[config.mk]
export PLATFORM = sky130hd
export DESIGN_NAME = uart_tx_stream
export DESIGN_NICKNAME = d
export VERILOG_FILES = /design/src/rtl/uart_pkg.sv /design/src/rtl/uart_baud_gen.sv /design/src/rtl/uart_tx_stream.sv
export SDC_FILE = /design/constraint.sdc
export NUM_CORES = 1
export LEC_CHECK = 0
export BUFFER_PORTS_ARGS = -buffer_cell sky130_fd_sc_hd__buf_2
export CORE_MARGIN = 1.5
export CORE_UTILIZATION = 45
export CTS_BUF_LIST = sky130_fd_sc_hd__clkbuf_4 sky130_fd_sc_hd__clkbuf_8
export DETAILED_ROUTE_END_ITERATION = 10
export GPL_ROUTABILITY_DRIVEN = 0
export PLACE_DENSITY = 0.72
export SLEW_MARGIN = 25
export SYNTH_ARGS = -nofsm -noshare
export SYNTH_HDL_FRONTEND = slang
export SYNTH_HIERARCHICAL = 1
export SYNTH_SLANG_ARGS = --single-unit
[constraint.sdc]
create_clock -name clk -period 2.25 [get_ports clk]
set_input_delay 0 -clock clk [delete_from_list [all_inputs] [get_ports clk]]
set_output_delay 0 -clock clk [all_outputs]
set_load 0.1 [all_outputs]
[src/rtl/uart_pkg.sv]
// rtl/uart_pkg.sv - shared UART state encoding, frame length and baud divider helper.
// Optional parity support is selected with UART_TX_PARITY_EN.
package uart_pkg;

  typedef enum logic [2:0] {
    IDLE   = 3'd0,
    START  = 3'd1,
    DATA   = 3'd2,
`ifdef UART_TX_PARITY_EN
    PARITY = 3'd3,
`endif
    STOP   = 3'd4
  } uart_state_t;

`ifdef UART_TX_PARITY_EN
  localparam int FRAME_BITS = 11;
`else
  localparam int FRAME_BITS = 10;
`endif

  // Cycles per bit, rounded to the nearest integer.
  function automatic int calc_div(input int clk_hz, input int baud);
    return (clk_hz + baud / 2) / baud;
  endfunction

endpackage

[src/rtl/uart_baud_gen.sv]
// rtl/uart_baud_gen.sv - loadable bit-period down-counter; tick marks the last cycle of a bit.
module uart_baud_gen #(
  parameter int DIV = 4
) (
  input  logic clk,
  input  logic rst,
  input  logic load,
  output logic tick
);

  localparam int W = (DIV > 1) ? $clog2(DIV) : 1;
  localparam logic [W-1:0] RELOAD = W'(DIV - 1);

  logic [W-1:0] count;

  always_ff @(posedge clk) begin
    if (rst) begin
      count <= '0;
    end else if (load) begin
      count <= RELOAD;
    end else if (count != '0) begin
      count <= count - W'(1);
    end
  end

  assign tick = (count == '0);

endmodule

[src/rtl/uart_tx_stream.sv]
// rtl/uart_tx_stream.sv - stream-fed 8N1 UART transmitter with registered tx line.
// Defining UART_TX_PARITY_EN inserts an even-parity bit before the stop bit.
module uart_tx_stream
  import uart_pkg::*;
#(
  parameter int CLK_HZ = 12000000,
  parameter int BAUD   = 115200
) (
  input  logic       clk,
  input  logic       rst,
  input  logic       in_valid,
  output logic       in_ready,
  input  logic [7:0] in_data,
  output logic       tx,
  output logic       busy
);

  localparam int DIV = calc_div(CLK_HZ, BAUD);

  if (DIV < 2) begin : g_div_too_small
    $error("uart_tx_stream: CLK_HZ/BAUD must give at least 2 cycles per bit");
  end

  uart_state_t state, state_next;
  logic [7:0]  data;
  logic [2:0]  idx, idx_next;
  logic        tx_next;
  logic        load;
  logic        tick;
  logic        take;

  assign in_ready = (state == IDLE) && !rst;
  assign take     = in_valid && in_ready;
  assign busy     = (state != IDLE);

  uart_baud_gen #(.DIV(DIV)) u_baud (
    .clk  (clk),
    .rst  (rst),
    .load (load),
    .tick (tick)
  );

  // tx_next is the level for the next bit; it only moves on a bit boundary.
  always_comb begin
    state_next = state;
    idx_next   = idx;
    tx_next    = tx;
    load       = 1'b0;
    case (state)
      IDLE: begin
        if (take) begin
          state_next = START;
          tx_next    = 1'b0;
          load       = 1'b1;
        end
      end
      START: begin
        if (tick) begin
          state_next = DATA;
          idx_next   = 3'd0;
          tx_next    = data[0];
          load       = 1'b1;
        end
      end
      DATA: begin
        if (tick) begin
          load = 1'b1;
          if (idx == 3'd7) begin
`ifdef UART_TX_PARITY_EN
            state_next = PARITY;
            tx_next    = ^data;
`else
            state_next = STOP;
            tx_next    = 1'b1;
`endif
          end else begin
            idx_next = idx + 3'd1;
            tx_next  = data[idx + 3'd1];
          end
        end
      end
`ifdef UART_TX_PARITY_EN
      PARITY: begin
        if (tick) begin
          state_next = STOP;
          tx_next    = 1'b1;
          load       = 1'b1;
        end
      end
`endif
      STOP: begin
        if (tick) begin
          state_next = IDLE;
          tx_next    = 1'b1;
        end
      end
      default: begin
        state_next = IDLE;
        tx_next    = 1'b1;
      end
    endcase
  end

  always_ff @(posedge clk) begin
    if (rst) begin
      state <= IDLE;
      tx    <= 1'b1;
      idx   <= 3'd0;
      data  <= 8'h00;
    end else begin
      state <= state_next;
      tx    <= tx_next;
      idx   <= idx_next;
      if (take) begin
        data <= in_data;
      end
    end
  end

endmodule

### Yosys cells after proc, flatten, opt, wreduce, memory -nomap -nowiden

Cells that the tools add are included.

* bits in registers: 22
* input bits: 11
* output and inout bits: 3
* word-level logic and storage cells: 55

* add/subtract/negate cells: 2
* magnitude comparators: 1
* equality and inequality tests: 10
* multiplexer cells: 22
* reduce and logical (&&, ||, !) cells: 14

Operators by type and width (number)
* 3-bit 2-to-1 mux: 7
* 7-bit 2-to-1 mux: 2
* 2-bit inequality test, second input constant: 6
* 3-bit one-hot mux with 4 select lines: 1
* 1-bit 2-to-1 mux: 8
* 4-bit AND reduction: 2
* 7-bit logical NOT: 1
* 7-bit nonzero test: 1
* 7-bit by 1-bit subtractor with 7-bit output, second input constant: 1
* 3-bit equality test, second input constant: 2
* 3-bit one-hot mux with 2 select lines: 1
* 5-bit AND reduction: 1
* 3-bit by 4-bit less-than comparator with 1-bit output, second input constant: 1
* 1-bit one-hot mux with 4 select lines: 1
* 2-bit nonzero test: 2
* 2-bit OR reduction: 2
* 3-bit by 1-bit adder with 3-bit output, second input constant: 1
* 1-bit binary-select mux with 3-bit select: 1
* 3-bit by 1-bit equality test with 1-bit output, second input constant: 1
* 3-bit by 2-bit equality test with 1-bit output, second input constant: 1
* 3-bit logical NOT: 1
* 3-bit nonzero test: 1
* 1-bit logical AND: 2
* 1-bit one-hot mux with 2 select lines: 1
* 1-bit logical NOT: 1

### Logic depth before layout (Yosys ltp)

* depth after elaboration: 6
* depth in mapped cells: 11
* gate-level depth less buffers: 10

### By module

Netlist, hierarchy kept.

Modules (own cells, without submodules)
* uart_tx_stream: instances 1, cells an instance 91, area an instance 797.0 µm², seq. area each 300.3 µm²
* uart_baud_gen: instances 1, cells an instance 38, area an instance 335.3 µm², seq. area each 140.1 µm²

### Least setup slack after synthesis

Ideal clock, no wire load.

* path kind: flip-flop to output port
* start: register state[0]
* end: output port in_ready
* data arrival time: 2.373 ns
* data required time: 2.250 ns
* path slack: -0.123 ns
* cell stages (with the launch flop): 5
* buffers on the path: 2
* cells stage by stage: dfxtp_1 > buf_6 > or3_1 > buf_2 > nor2_1

* cells in the longest elaborated chain, start to end: 2

Ends and longest elaborated chain
* start: declaration: RTL line uart_tx_stream.sv:24 `uart_state_t state, state_next;`
* start signal: assignment: RTL line uart_tx_stream.sv:111 `state <= state_next;`
* 3-bit logical NOT: RTL line uart_tx_stream.sv:32 `assign in_ready = (state == IDLE) && !rst;`
* 1-bit logical AND: RTL line uart_tx_stream.sv:32
* end: declaration: RTL line uart_tx_stream.sv:12 `output logic in_ready,`

Every way passes these cells.

### Final worst setup path

* start: register u_baud.count[0]
* end: register u_baud.count[1]

* cells in the longest elaborated chain, start to end: 4
* elaborated cells between the ends (all ways): 8
* those cells by class: add/sub (1); mux (4); reduce/logical (3)

Ends and longest elaborated chain
* start: declaration: RTL line uart_baud_gen.sv:14 `logic [W-1:0] count;`
* start signal: assignment: RTL line uart_baud_gen.sv:22 `count <= count - W'(1);`
* 7-bit logical NOT *: RTL line uart_baud_gen.sv:26 `assign tick = (count == '0);`
* via tick: RTL line uart_tx_stream.sv:29 `logic tick;`
* 1-bit 2-to-1 mux *: RTL line uart_tx_stream.sv:58, uart_tx_stream.sv:66
* 1-bit one-hot mux with 2 select lines *: RTL line uart_tx_stream.sv:49 `case (state)`
* via load: RTL line uart_tx_stream.sv:28 `logic load;`
* 7-bit 2-to-1 mux / 2-bit nonzero test (equally long branches)

The timed path passes the listed nets; every way through them passes the cells marked *. The select of a mux whose other input is x is not followed.
A chain may end at the register's enable or synchronous reset.

==> reports/metrics.cfg <==
[sta]
drv_slew = 0
clock.fmax_ghz = 0.466
fin_skew_ns = 0.00977
setup-violations-final = 0
finalCritPeriodShare_pct = 95.3
rsz0062_at_grt = no
whs_ns = 0.112
slew_headroom_pct = 61.2
period_needed_ns = 2.14
hold_viol_final = 0
fin_ws_ns = 0.105
worstMarginPinSlew_ns = 0.576

[place]
dp_slack_ns = -0.0215
dp_hpwl_mm = 1.66
placed_cells = 167
portBuffers = 13

[global_routing]
grt_max_degree = 29
met1_usage_pct = 23.3
grt_pass1_wl_mm = 4.16
use_met2_pct = 34.6
antenna_found_initial = 0
grt.busiest_layer = met2
met3_usage_pct = 3.95
grt_util_all_layers_pct = 19.9
overflow = 0
grt_pass1_vias = 1011

[floorplanning]
ios = 14
die_x_um = 53.2
start_util_pct = 49.3
row_count = 17
core_area_mm2 = 0.00230
die_y_um = 53.2
die-area_mm2 = 0.00283

[route]
vias = 1024
drc = 0
drtIter0Drc = 23
route.detailed.wl_per_inst_um = 13.0
ant_nets = 0
avgViaCountPerCell = 5.63
drt_pass1_iterations = 4
routed_wl_mm = 2.37

[clock_tree]
cts_tree = done
cts_root_buf = clkbuf_4
ctsHtreeMaxLevel = 1
cts_sinks = 22
cts_max_path_buffers = 2
clk_latency_ns = 0.31
clk_pin_slew_ns = 0.13
numCtsBuffers = 3

[power_and_ir_drop]
report.power.total_w = 0.00147
leakage_nw = 0.579
vdd_drop_max_v = 0.000636
p_per_area_mw_per_mm2 = 1070

[setup_path]
cp-start-kind = register
crit_path_max_fanout = 5
crit_required_ns = 2.47
arrival_ns = 2.36
worstSetupPathType = reg -> reg
endpoint_kind = register

[status]
status = completed

[yosys]
synth.area.top_cells = dfxtp_1 39%, nand2_1 6.0%, nand3b_1 5.3%
syn_area_mm2 = 0.00113
ys_ff_latch = 22
seq_area_frac_synth_pct = 38.9
ys_types = 41
synth.largest_area_cell = dfxtp_1
yosys.area.top_type_share_pct = 38.9
synthesis.nets = 143
syn_avg_cell_area_um2 = 8.78
syn_inst = 129
yosysWarningCount = 6

[finish]
syn2layout_area_growth_pct = 21.0
final_cell_mix = 21 x dfxtp_1, 18 x nand2_1, 13 x buf_2
fin_nets = 169
post_route_cells_drive_above_1_share_pct = 22.7
mostFrequentLayoutCell = dfxtp_1
num_antenna_cells = 0
stdcell_count = 182

[flow_run]
drv_cap = 0

[worst_hold_path]
hold_class = in -> reg

## layout make-up
cell class | count | area [um2]
fill | 212 | 927
inverter | 8 | 32.5
timing repair buffer | 28 | 198
multi-input combinational | 92 | 627
clock buffer | 4 | 36.3
tap | 28 | 35.0
sequential | 22 | 442
## cell usage after synthesis
cell / number
a2111oi_1: 1
a211oi_1: 2
a21o_1: 1
a21oi_1: 3
a221oi_1: 1
a22oi_1: 3
a311oi_1: 1
a31oi_1: 2
and2b_1: 1
and2b_2: 1
and4b_1: 1
buf_2: 1
buf_6: 2
clkbuf_1: 2
clkbuf_2: 2
dfxtp_1: 22
ha_1: 3
inv_1: 8
mux2i_1: 2
mux4_2: 2
nand2_1: 18
nand3b_1: 8
nand4_1: 1
nor2_1: 11
nor2b_1: 1
nor3_1: 1
nor3b_1: 2
nor3b_2: 1
nor4_1: 6
o2111ai_1: 1
o211ai_1: 1
o21a_1: 2
o21ai_0: 4
o21bai_1: 1
o31a_2: 1
o31ai_1: 2
or2_1: 1
or2b_1: 1
or3_1: 2
or3b_1: 2
xnor2_1: 1
## layer usage
layer  share of wire, %  up-vias
met5                  0        -
met4               0.93        0
met3                3.5        4
met2                 49       18
met1                 46      483
li1                   -      519
## what timing repair did
item,4_1_cts,5_1_grt
hold buffers,8,0
resized for setup,1,5
endpoints found under the setup margin,1,4
endpoints found under the hold margin,8,0
setup buffers,1,2
pin swaps,1,2
## registers in the layout, indices dropped and copies added, names as in the netlist
name,flops
idx,3
state,3
data,8
u_baud/count,7
tx,1
## through the flow
stage,utilization [%],cell area [um2],setup TNS (ns)
floorplan,-,1130,0
global placement,53.1,1220,0
detailed placement,53.1,1220,-0.0215
CTS,58.5,1340,0
global route,59.6,1370,0
finish,59.6,1370,0
## critical path, stage by stage, from the launching register on
cell      delay (ns)
dfxtp_2         0.36
inv_1           0.08
ha_2            0.17
or3b_4          0.37
or2_4           0.28
inv_4           0.07
and2b_2         0.14
o21ai_0         0.07
nand2_1         0.14
inv_1           0.10
a311oi_1        0.26
## where the power goes
group | leakage (nW) | switching [W] | total [W] | internal [W]
logic | 0.377 | 0.000400 | 0.000698 | 0.000298
registers | 0.181 | 0.0000723 | 0.000548 | 0.000476
clock network | 0.0210 | 0.000122 | 0.000221 | 0.0000987
## worst paths after layout
path                   startpoint               to  slack (ns)  depth (start not counted)
hold reg to reg           data[4]          data[4]        0.48                          2
hold / removal                rst           idx[0]        0.11                          2
setup reg to reg  u_baud/count[0]  u_baud/count[1]        0.11                         10
setup / recovery  u_baud/count[0]  u_baud/count[1]        0.11                         10
## logic make-up after synthesis
group	share of synthesized area [%]
AND/OR/NAND/NOR	28.4
multiplexers	5.75
adder cells (fa/ha/maj)	3.32
XOR/XNOR	0.774
AO/OA/AOI/OAI	16.2
buffers and inverters	6.63
flip-flops	38.9
(Power assumes the default switching activity.)
